## config.mk

```make
export PLATFORM = sky130hd
export DESIGN_NAME = keypad_row_driver_flat
export DESIGN_NICKNAME = d
export VERILOG_FILES = /design/src/rtl/keypad_pkg.sv /design/src/rtl/keypad_row_driver_if.sv /design/src/rtl/keypad_col_sync.sv /design/src/rtl/keypad_row_driver.sv /design/src/flat_wrapper.sv
export SDC_FILE = /design/constraint.sdc
export NUM_CORES = 1
export LEC_CHECK = 0
export BUFFER_PORTS_ARGS = -buffer_cell sky130_fd_sc_hd__buf_2
export CAP_MARGIN = 40
export CORE_ASPECT_RATIO = 1.4
export CORE_UTILIZATION = 50
export DETAILED_ROUTE_END_ITERATION = 10
export HOLD_SLACK_MARGIN = 0.12
export PLACE_DENSITY_LB_ADDON = 0.15
export SKIP_CTS_REPAIR_TIMING = 1
export SYNTH_ARGS = -nofsm -noshare
export SYNTH_HDL_FRONTEND = slang
export SYNTH_HIERARCHICAL = 1
export SYNTH_SLANG_ARGS = --single-unit
```

## constraint.sdc

```tcl
create_clock -name clk -period 6.65 [get_ports clk]
set_clock_uncertainty 0.15 [all_clocks]
set_input_delay 0.3325 -clock clk [delete_from_list [all_inputs] [get_ports clk]]
set_output_delay 0.3325 -clock clk [all_outputs]
set_load 0.03 [all_outputs]
```

## src/rtl/keypad_pkg.sv

```systemverilog
// Shared keypad definitions: FSM states, matrix geometry and key-code mapping.
package keypad_pkg;

    typedef enum logic [1:0] {
        SCAN    = 2'd0,
        CONFIRM = 2'd1,
        HOLD    = 2'd2
    } kp_state_e;

    localparam int KEY_ROWS   = 4;
    localparam int KEY_COLS   = 3;
    localparam int KEY_CODE_W = 4;

    // Telephone-style layout: codes 0..8 are digits 1..9, bottom row is * 0 #.
    localparam logic [KEY_CODE_W-1:0] KEY_CODE_STAR = 4'd9;
    localparam logic [KEY_CODE_W-1:0] KEY_CODE_ZERO = 4'd10;
    localparam logic [KEY_CODE_W-1:0] KEY_CODE_HASH = 4'd11;

    // Linear key code from matrix position.
    function automatic logic [KEY_CODE_W-1:0] key_code_of(input int row, input int col,
                                                          input int cols);
        return KEY_CODE_W'(row * cols + col);
    endfunction

endpackage

```

## src/rtl/keypad_row_driver_if.sv

```systemverilog
// Pin-side keypad bundle: column inputs in, row strobes and key events out.
interface keypad_row_driver_if
    import keypad_pkg::*;
#(
    parameter int ROWS = KEY_ROWS,
    parameter int COLS = KEY_COLS
);
    logic [COLS-1:0]       col_in;
    logic [ROWS-1:0]       row_out;
    logic [KEY_CODE_W-1:0] key_code;
    logic                  key_valid;
    logic                  key_held;

    // The row driver itself.
    modport master (
        input  col_in,
        output row_out,
        output key_code,
        output key_valid,
        output key_held
    );

    // Keypad pins / key-entry side.
    modport slave (
        output col_in,
        input  row_out,
        input  key_code,
        input  key_valid,
        input  key_held
    );
endinterface

```

## src/rtl/keypad_col_sync.sv

```systemverilog
// Two-flop synchronizer for the raw column lines plus one-hot check and column encode.
module keypad_col_sync #(
    parameter int COLS  = 3,
    parameter int COL_W = 2
) (
    input  logic             clk,
    input  logic             rst,
    input  logic [COLS-1:0]  i_col,
    output logic [COLS-1:0]  o_col_s,
    output logic             o_onehot,
    output logic [COL_W-1:0] o_col_idx
);
    logic [COLS-1:0] r_sync1;
    logic [COLS-1:0] r_sync2;

    // Bring the asynchronous column lines into the clk domain.
    always_ff @(posedge clk) begin
        if (!rst) begin
            r_sync1 <= '0;
            r_sync2 <= '0;
        end else begin
            r_sync1 <= i_col;
            r_sync2 <= r_sync1;
        end
    end

    // Exactly one bit set, and the position of the set bit.
    always_comb begin
        o_col_s   = r_sync2;
        o_onehot  = (r_sync2 != '0) && ((r_sync2 & (r_sync2 - 1'b1)) == '0);
        o_col_idx = '0;
        for (int i = 0; i < COLS; i++) begin
            if (r_sync2[i]) o_col_idx = COL_W'(i);
        end
    end
endmodule

```

## src/rtl/keypad_row_driver.sv

```systemverilog
// Keypad matrix scanner: strobes rows, debounces one key at a time, emits key codes.
module keypad_row_driver
    import keypad_pkg::*;
#(
    parameter int ROWS     = KEY_ROWS,
    parameter int COLS     = KEY_COLS,
    parameter int SCAN_DIV = 1000,
    parameter int DEBOUNCE = 4
) (
    input  logic                clk,
    input  logic                rst,
    keypad_row_driver_if.master kp
);
    localparam int ROW_W  = (ROWS > 1) ? $clog2(ROWS) : 1;
    localparam int COL_W  = (COLS > 1) ? $clog2(COLS) : 1;
    localparam int DCNT_W = $clog2(SCAN_DIV);
    localparam int CNT_W  = $clog2(DEBOUNCE + 1);

    logic [COLS-1:0]       w_col_s;
    logic                  w_onehot;
    logic [COL_W-1:0]      w_col_idx;
    logic                  w_sample;

    logic [DCNT_W-1:0]     r_dcnt;
    logic [ROW_W-1:0]      r_row;
    logic [COLS-1:0]       r_col_oh;
    logic [COL_W-1:0]      r_col_idx;
    logic [CNT_W-1:0]      r_match_cnt;
    logic [CNT_W-1:0]      r_rel_cnt;
    logic [KEY_CODE_W-1:0] r_key_code;
    logic                  r_key_valid;

    kp_state_e             r_state;
    kp_state_e             w_next_state;
    logic                  w_adv_row;
    logic                  w_latch;
    logic                  w_accept;

    keypad_col_sync #(
        .COLS  (COLS),
        .COL_W (COL_W)
    ) u_col_sync (
        .clk       (clk),
        .rst       (rst),
        .i_col     (kp.col_in),
        .o_col_s   (w_col_s),
        .o_onehot  (w_onehot),
        .o_col_idx (w_col_idx)
    );

    assign w_sample = (r_dcnt == DCNT_W'(SCAN_DIV - 1));

    // Free-running dwell counter; never realigned by the FSM so the scan grid stays fixed.
    always_ff @(posedge clk) begin
        if (!rst)          r_dcnt <= '0;
        else if (w_sample) r_dcnt <= '0;
        else               r_dcnt <= r_dcnt + 1'b1;
    end

    // FSM state register.
    always_ff @(posedge clk) begin
        if (!rst) r_state <= SCAN;
        else      r_state <= w_next_state;
    end

    // Next-state decisions, all taken only on the dwell-end sample cycle.
    always_comb begin
        w_next_state = r_state;
        w_adv_row    = 1'b0;
        w_latch      = 1'b0;
        w_accept     = 1'b0;
        case (r_state)
            SCAN: begin
                if (w_sample) begin
                    if (w_onehot) begin
                        w_next_state = CONFIRM;
                        w_latch      = 1'b1;
                    end else begin
                        w_adv_row = 1'b1;
                    end
                end
            end
            CONFIRM: begin
                if (w_sample) begin
                    if (w_col_s == r_col_oh) begin
                        if (r_match_cnt == CNT_W'(DEBOUNCE - 1)) begin
                            w_next_state = HOLD;
                            w_accept     = 1'b1;
                        end
                    end else begin
                        w_next_state = SCAN;
                        w_adv_row    = 1'b1;
                    end
                end
            end
            HOLD: begin
                if (w_sample && (w_col_s == '0) && (r_rel_cnt == CNT_W'(DEBOUNCE - 1))) begin
                    w_next_state = SCAN;
                    w_adv_row    = 1'b1;
                end
            end
            default: w_next_state = SCAN;
        endcase
    end

    // Row pointer, latched key position, debounce counters and key event registers.
    always_ff @(posedge clk) begin
        if (!rst) begin
            r_row       <= '0;
            r_col_oh    <= '0;
            r_col_idx   <= '0;
            r_match_cnt <= '0;
            r_rel_cnt   <= '0;
            r_key_code  <= '0;
            r_key_valid <= 1'b0;
        end else begin
            r_key_valid <= w_accept;
            if (w_adv_row) begin
                r_row <= (r_row == ROW_W'(ROWS - 1)) ? '0 : r_row + 1'b1;
            end
            if (w_latch) begin
                r_col_oh    <= w_col_s;
                r_col_idx   <= w_col_idx;
                r_match_cnt <= '0;
            end else if (r_state == CONFIRM && w_sample && w_col_s == r_col_oh) begin
                r_match_cnt <= r_match_cnt + 1'b1;
            end
            if (w_accept) begin
                r_key_code <= key_code_of(int'(r_row), int'(r_col_idx), COLS);
                r_rel_cnt  <= '0;
            end else if (r_state == HOLD && w_sample) begin
                r_rel_cnt  <= (w_col_s == '0) ? r_rel_cnt + 1'b1 : '0;
            end
        end
    end

    // Outputs: one-hot row strobe and registered key event, held flag from state.
    always_comb begin
        kp.row_out        = '0;
        kp.row_out[r_row] = 1'b1;
        kp.key_code       = r_key_code;
        kp.key_valid      = r_key_valid;
        kp.key_held       = (r_state == HOLD);
    end
endmodule

```

## src/flat_wrapper.sv

```systemverilog
// flat-port wrapper written by rule: the top's interface ports become plain ports
module keypad_row_driver_flat import keypad_pkg::*;
#(
    parameter int ROWS     = KEY_ROWS,
    parameter int COLS     = KEY_COLS,
    parameter int SCAN_DIV = 1000,
    parameter int DEBOUNCE = 4
)
  (clk, rst, kp_col_in, kp_row_out, kp_key_code, kp_key_valid, kp_key_held);
  keypad_row_driver_if #(.ROWS(ROWS), .COLS(COLS)) kp_i ();
  input  logic clk;
  input  logic rst;
  input wire logic [$bits(kp_i.col_in)-1:0] kp_col_in;
  output wire logic [$bits(kp_i.row_out)-1:0] kp_row_out;
  output wire logic [$bits(kp_i.key_code)-1:0] kp_key_code;
  output wire logic [$bits(kp_i.key_valid)-1:0] kp_key_valid;
  output wire logic [$bits(kp_i.key_held)-1:0] kp_key_held;
  assign kp_i.col_in = kp_col_in;
  assign kp_row_out = kp_i.row_out;
  assign kp_key_code = kp_i.key_code;
  assign kp_key_valid = kp_i.key_valid;
  assign kp_key_held = kp_i.key_held;
  keypad_row_driver #(.ROWS(ROWS), .COLS(COLS), .SCAN_DIV(SCAN_DIV), .DEBOUNCE(DEBOUNCE)) u_core (.clk(clk), .rst(rst), .kp(kp_i));
endmodule
```

==> metrics.cfg <==
[synth]
synth.most_common_cell = dfxtp_1
yosysUniqueCellTypes = 40
ys_ff_latch = 36
synthArstFlopShare = 0
ys_warn_count = 6
synthTopCellsByArea = dfxtp_1, ha_1, mux2i_1, nor2_1, xor2_1
syn-cell-area_sq_um = 1640
synth_top_area_share = 0.438
syn-instance-count = 170
synth_ff_type = dfxtp_1
ys_seq_area_frac = 0.438
synthesis.nets = 188
synth_enable_flop_cells = 0
synth_area_per_cell_sq_um = 9.67
ys_top_cells_by_count = dfxtp_1, nor2_1, inv_1
synth_top_area_cell = dfxtp_1

[global_route]
antenna_found_initial = 0
grt_max_degree = 15
grt_pass1_vias = 1147
grt_pass1_wl_mm = 4.93
grt_overflow_total = 0
grt_usage = 0.188

[floorplanning]
die_y_um = 69.9
ios = 15
row_count = 24
die_w_um = 50.5
initial_core_util = 0.526
core_sq_um = 3120
dieArea_sq_um = 3520

[route]
drtIter0Drc = 25
drt_pass1_iterations = 4
drt-wirelength-per-cell_um = 12.5
detail-route-antenna-nets = 0
drc_errors = 0
vias_per_cell = 5.31
vias = 1227
drt-total-wl_mm = 2.89

[worst_setup_path]
critPathBufInv = 0
crit_slowest_cell = nor4_2
setup.worst_path.start_class = flip-flop
setup.worst_path.end_class = flip-flop
slowest_delay_ns = 0.57
worstPathArrival_ns = 2.32
critPathRequiredTime_ns = 6.66
crit_path_max_fanout = 8
crit_family = simple AND/OR/NAND/NOR gates
critical_path_class = flip-flop to flip-flop
cp_cell_sequence = ha_1 > nand3b_1 > nor4_2 > nand4_2 > mux2i_1 > nor2_1

[hold_path]
hold_path_class = primary input to flip-flop

[clock_network]
clock-sinks = 36
clock_path_buffers = 2
clk_latency_ns = 0.28
htree_levels = 2
cts_tree = yes
cts_buffers = 5
cts_root_buf = clkbuf_8
path_clk_slew_ns = 0.07

[cells_and_area]
drive_gt1_frac = 0.167
seq_area_sq_um = 721
area_delta_synth_final_pct = 13.3
nets = 209
multiInputGateArea_sq_um = 856
fillCellCount = 298
num_antenna_cells = 0
final_cells = 231

[sta]
hold_viol = 0
period_share = 0.348
hold_slack_ns = 0.256
setup_viol = 0
drv_slew = 0
slew_headroom = 0.506
worst_pin_slew_ns = 0.735
min_period_ns = 2.31
rsz0062_at_grt = no
timing.setup.tns_ns = 0
timing.fmax_mhz = 432
final.setup.worst_slack_ns = 4.34

[power]
p_leak_nw = 0.797
finalPower_mw = 0.393
powerDensity_nw_per_um2 = 211
ir_worst_vdd_v = 0.000235

[place]
dp_hpwl_mm = 2.05
gp_congestion = 0.818
port-buffer-count = 14
place_worst_setup_slack_ns = 4.35
place_inst = 220

[flow_run]
cap_violations = 0

[status]
outcome = completed

## routing by layer
layer | routed length, um | part of all wire | track usage | vias up
met5 | 0 | 0 | 0 | -
li1 | - | - | - | 627
met4 | 61 | 0.021 | 0.0833 | 0
met1 | 1260 | 0.44 | 0.212 | 577
met3 | 86 | 0.030 | 0.0523 | 5
met2 | 1480 | 0.51 | 0.320 | 18
## cell type report
cell class | instances | area share
clock buffers | 6 | 0.0443
clock inverters | 2 | 0.00537
inverters | 12 | 0.0242
multi-input cells | 119 | 0.459
flip-flops and latches | 36 | 0.387
well taps | 39 | 0.0262
repair buffers | 17 | 0.0537
## power by group
group	leakage [nW]	switching [mW]	total, mW	internal (mW)
combinational	0.454	0.00837	0.0148	0.00647
sequential	0.292	0.00286	0.222	0.219
clock	0.0510	0.0736	0.156	0.0825
total	0.797	0.0848	0.393	0.308
## layout by cell type, fill, tap and decap left out, types with 2 or more instances in the layout
cell / instances
dfxtp_1: 36
nor2_1: 21
buf_2: 14
inv_1: 12
ha_1: 11
nand2_1: 9
a21oi_1: 9
mux2i_1: 8
clkbuf_8: 6
nand3_1: 6
xor2_1: 6
and2_1: 6
xnor2_1: 5
o21ai_0: 5
a211oi_1: 4
dlygate4sd3_1: 3
clkinv_2: 2
nand4_2: 2
nand4_1: 2
nand4b_1: 2
and3_2: 2
fa_1: 2
## final timing paths
path	from	end	slack [ns]	cells past startpoint
hold / removal	rst	u_core/r_row[1]	0.26	3
hold reg to reg	u_core/u_col_sync/r_sync1[2]	u_core/u_col_sync/o_col_s[2]	0.28	1
setup reg to reg	u_core/r_dcnt[0]	u_core/r_col_oh[1]	4.34	6
setup / recovery	u_core/r_dcnt[0]	u_core/r_col_oh[1]	4.34	6
## kinds of logic (layout without fill, tap and decap cells)
family | after synthesis | count (layout) | share of synthesized area
buffers and inverters | 15 | 37 | 0.0411
AOI/OAI and AO/OA | 23 | 23 | 0.0837
adders and majority gates | 13 | 13 | 0.108
muxes | 8 | 8 | 0.0487
DFF | 36 | 36 | 0.438
xor gates and xnor gates | 11 | 11 | 0.0586
and+or+nand+nor | 64 | 64 | 0.221
## stage by stage
| stage | area, sq um | util |
|---|---|---|
| after global placement | 1740 | 0.557 |
| final | 1860 | 0.597 |
| after detailed placement | 1740 | 0.557 |
| after CTS | 1830 | 0.587 |
| after floorplan | 1640 | - |
| after global routing | 1860 | 0.597 |
## tightest hold or removal path: cells and delay by family
kind | cells | cell delay [ns]
AO/OA/AOI/OAI | 1 | 0.05
AND/OR/NAND/NOR | 1 | 0.09
buffers and inverters | 1 | 0.17
## registers in the layout (all words and copies together), names as in the netlist
name and count:
u_core/r_col_idx 2, u_core/kp.key_valid 1, u_core/r_dcnt 10, u_core/u_col_sync/o_col_s 3
u_core/r_rel_cnt 3, u_core/r_state 2, u_core/r_match_cnt 3, u_core/kp.key_code 4
u_core/r_col_oh 3, u_core/r_row 2, u_core/u_col_sync/r_sync1 3
Note: power is estimated with default switching activity, not from simulation.
